[config.mk]
export PLATFORM = sky130hd
export DESIGN_NAME = mul4_seq
export DESIGN_NICKNAME = d
export VERILOG_FILES = /design/src/rtl/mul4_seq.sv
export SDC_FILE = /design/constraint.sdc
export NUM_CORES = 1
export LEC_CHECK = 0
export CORE_ASPECT_RATIO = 0.8
export CORE_MARGIN = 3
export CORE_UTILIZATION = 40
export DETAILED_ROUTE_END_ITERATION = 8
export PLACE_DENSITY = 0.67
export SETUP_SLACK_MARGIN = 0.2
export SYNTH_ARGS = -nofsm -noshare
export SYNTH_HDL_FRONTEND = slang
export SYNTH_HIERARCHICAL = 1
export SYNTH_SLANG_ARGS = --single-unit
[constraint.sdc]
create_clock -name clk -period 3.3 [get_ports clk]
set_clock_uncertainty 0.2 [all_clocks]
set_input_delay 0.495 -clock clk [delete_from_list [all_inputs] [get_ports clk]]
set_output_delay 0.495 -clock clk [all_outputs]
set_load 0.03 [all_outputs]
[src/rtl/mul4_seq.sv]
// Purpose: 4x4 unsigned shift-and-add multiplier reusing one four_adder per bit.
// Latency: 4 cycles from the accepting edge to done; 5-cycle throughput.
// Backpressure: none; start is only sampled in IDLE or DONE, ignored while busy.
module mul4_seq (
    input  logic       clk,
    input  logic       rst_n,
    input  logic       start,
    input  logic [3:0] a,
    input  logic [3:0] b,
    output logic       busy,
    output logic       done,
    output logic [7:0] product
);

    typedef enum logic [1:0] {
        IDLE = 2'd0,
        CALC = 2'd1,
        DONE = 2'd2
    } state_t;

    state_t     state_q, state_d;
    logic [3:0] m_q, m_d;
    logic [3:0] hi_q, hi_d;
    logic [3:0] lo_q, lo_d;
    logic [1:0] cnt_q, cnt_d;

    logic [3:0] af;
    logic [3:0] bf;
    logic       cin;
    logic [3:0] s;
    logic       c;

    assign af  = hi_q;
    assign bf  = lo_q[0] ? m_q : 4'b0;
    assign cin = 1'b0;

    four_adder u_add (
        .af   (af),
        .bf   (bf),
        .cin  (cin),
        .sum  (s),
        .cout (c)
    );

    always_comb begin
        state_d = state_q;
        m_d     = m_q;
        hi_d    = hi_q;
        lo_d    = lo_q;
        cnt_d   = cnt_q;
        unique case (state_q)
            IDLE, DONE: begin
                if (start) begin
                    m_d     = a;
                    lo_d    = b;
                    hi_d    = 4'b0;
                    cnt_d   = 2'd0;
                    state_d = CALC;
                end else begin
                    state_d = IDLE;
                end
            end
            CALC: begin
                // Shift the adder result right by one across the {hi, lo} pair.
                hi_d  = {c, s[3:1]};
                lo_d  = {s[0], lo_q[3:1]};
                cnt_d = cnt_q + 2'd1;
                if (cnt_q == 2'd3) begin
                    state_d = DONE;
                end
            end
            default: state_d = IDLE;
        endcase
    end

    always_ff @(posedge clk) begin
        if (!rst_n) begin
            state_q <= IDLE;
            m_q     <= 4'b0;
            hi_q    <= 4'b0;
            lo_q    <= 4'b0;
            cnt_q   <= 2'd0;
        end else begin
            state_q <= state_d;
            m_q     <= m_d;
            hi_q    <= hi_d;
            lo_q    <= lo_d;
            cnt_q   <= cnt_d;
        end
    end

    assign busy    = (state_q == CALC);
    assign done    = (state_q == DONE);
    assign product = {hi_q, lo_q};

endmodule

// Purpose: 4-bit ripple-carry adder, the multiplier's only arithmetic element.
// Latency: purely combinational.
// Backpressure: none.
module four_adder (
    input  logic [3:0] af,
    input  logic [3:0] bf,
    input  logic       cin,
    output logic [3:0] sum,
    output logic       cout
);

    logic [4:0] carry;

    always_comb begin
        carry    = 5'b0;
        sum      = 4'b0;
        carry[0] = cin;
        for (int i = 0; i < 4; i++) begin
            sum[i]     = af[i] ^ bf[i] ^ carry[i];
            carry[i+1] = (af[i] & bf[i]) | (carry[i] & (af[i] ^ bf[i]));
        end
        cout = carry[4];
    end

endmodule

==> run metrics <==
CP top delay family adder cells; Core Area 1930 um^2; later-pin clock latency in the skew report 0.28 ns; Clock Path Buffers 2; Post-CTS Resized 0; CP Max Fanout 6; reg-to-reg startpoint lo_q[0]$_SDFFE_PN0P_; Congestion Overflow GR 0; Avg Cell Area, Syn 8.82 um^2; clock sinks 16; drt first-iter violations 9; CTS tree done; mapped cell area 830 um^2; layer with the highest usage met2; internal power 0.307 mW; Pleak 0.430 nW; Data arrival, critical path 2.53 ns; most frequent cells in the layout nand2_1, clkdlybuf4s50_1, dfxtp_1; worst min-delay path category register to register; register area share after synthesis 38.6%; drt first pass iters 4; relative slew slack 66.4%; final critical-path required period 2.51 ns; first-pass GRT wire length 2.62 mm; Fmax achieved 398 MHz; Vias per Instance 4.62; share of cells above drive strength 1 11.3%; RSZ-0062 raised after global routing false; Power Density 391 nW/um^2; fraction of power consumed by the clock network 30.5%; fillers 188; Area growth syn-to-layout 28.5%; antenna violations before repair 0; Setup TNS 0 ns; cells after synthesis 94; num rows 14; nets@finish 132; routability congestion estimate 0.814; Worst path slowest cell fa_1; starting density of the core 43.1%; sw frac 26.3%; crit-path max cell delay 0.41 ns; H-tree levels 1; sw power 0.110 mW; post-CTS setup repair buffer count 0; Netlist cell types 25; run status complete, no violations; hpwl dp 1.14 mm; CTS clk-pin slew, worst paths 0.10 ns; Synth Register Bits 16; Hold Fails Final Rpt 0; hold_buf cts 0; Avg WL per Cell 11.2 um; final wirelength 1.56 mm; worst-margin pin slew 0.502 ns; full die area 2660 um^2; Gate power share 18.9%; Port Buf Inserts 20; max_cap viols 0; final period utilization 76.1%; vias in the first global route 593; setup violators final 0; CTS Buf Count 3; Root Driver clkbuf_4; die width 56.9 um; Setup CP Type register to register; syn nets 110; DRC 0; Antenna Cells 0; met1 usage 15.4%; hold wc startpoint m_q[1]$_SDFFE_PN0P_; detailed-route via count 642; CP Data Required Time 3.32 ns; total I/O pin count 21; synthesis warning total 6; chip height 46.7 um; Setup crit end kind register; largest net degree at the start of global routing 17; post-route ant nets 0; CP Buf/Inv Count 4; Total GRT Usage 12.9%; worst path cell trace and2_1, fa_1, inv_1, fa_1, inv_1, fa_1, inv_1, fa_1, inv_1, nand2_1, a21boi_2; final worst-path setup slack 0.789 ns; GR Layer Usage met2 21.0%; max-slew violations 0; Worst Setup SP lo_q[0]$_SDFFE_PN0P_; met3 Use GR 6.04%; maximum vdd drop 0.000225 V; Seq pwr share 50.6%; critical path launch point type register; Place WS 0.801 ns
[worst min-delay path: stages (launching register included)]
cell      delay, ns
dfxtp_1        0.32
nand2_1        0.05
a21boi_1       0.05
[final cells by class]
class,count,area (um^2),area share [%]
clock buffers,4,36.3,3.40
multi-input cells,63,429,40.3
flip-flops and latches,16,320,30.0
repair buffers,21,208,19.5
well taps,24,30.0,2.82
inverters,11,42.5,3.99
[final timing paths]
kind,to,slack [ns],cells after the start
setup / recovery,af[2]$_SDFFE_PN0P_,0.79,11
hold / removal,m_q[1]$_SDFFE_PN0P_,0.25,2
setup reg to reg,af[2]$_SDFFE_PN0P_,0.79,11
hold reg to reg,m_q[1]$_SDFFE_PN0P_,0.25,2
[cells by family (layout without fill, tap and decap cells)]
family,count (synthesis),after routing,synth area share (%)
AOI/OAI and AO/OA,19,19,16.0
adders and majority gates,5,5,11.2
buffers and inverters,15,36,9.65
DFF,16,16,38.6
other,1,1,0.452
and+or+nand+nor,38,38,24.1
[registers in the layout, indices dropped and copies added (netlist names)]
name     cells
state_q      2
m_q          4
af           4
lo_q         4
cnt_q        2
[cells in the mapped netlist]
cell,n,area [um^2]
o21ai_1,4,20.0
inv_1,10,37.5
nor2_1,1,3.75
a31oi_1,4,25.0
nand2b_4,1,13.8
and2b_1,1,7.51
nand3_1,3,15.0
o21a_1,1,7.51
clkinv_2,1,5.00
and2_1,5,31.3
a21boi_2,2,22.5
fa_1,4,80.1
a21boi_1,7,52.6
nand2b_1,1,6.26
dfxtp_1,16,320
nand2_2,1,6.26
conb_1,1,3.75
nand3_2,2,20.0
buf_6,3,33.8
and2b_2,1,8.76
clkbuf_1,1,3.75
o21ai_0,1,5.00
nand2_1,20,75.1
and3_1,2,12.5
ha_1,1,12.5
[per-layer routing]
layer | vias to the layer above | part of all wire (%)
met5 | - | 0
met4 | 0 | 0.64
met3 | 2 | 8.7
met2 | 18 | 41
met1 | 283 | 49
li1 | 339 | -
[power groups by stage]
| stage | sequential, mW | combinational (mW) | clock [mW] |
|---|---|---|---|
| 2_1_floorplan | 0.225 | 0.0420 | 0 |
| 3_3_place_gp | 0.215 | 0.0794 | 0 |
| 3_5_place_dp | 0.216 | 0.0795 | 0 |
| 4_1_cts | 0.211 | 0.0800 | 0.133 |
| 5_1_grt | 0.213 | 0.0862 | 0.144 |
| 6_report | 0.211 | 0.0788 | 0.127 |
[per-stage QoR]
| stage | area [um^2] | util (%) | power, mW | hold WS, ns | std cells |
|---|---|---|---|---|---|
| after global placement | 1030 | 53.4 | 0.295 | 0.244 | 135 |
| after global routing | 1070 | 55.3 | 0.443 | 0.286 | 139 |
| after floorplan | 830 | - | 0.267 | 0.230 | 94 |
| after CTS | 1070 | 55.3 | 0.424 | 0.258 | 139 |
| after detailed placement | 1030 | 53.4 | 0.295 | 0.243 | 135 |
| final | 1070 | 55.3 | 0.417 | 0.253 | 139 |
Power figures use the tool's default switching activity.
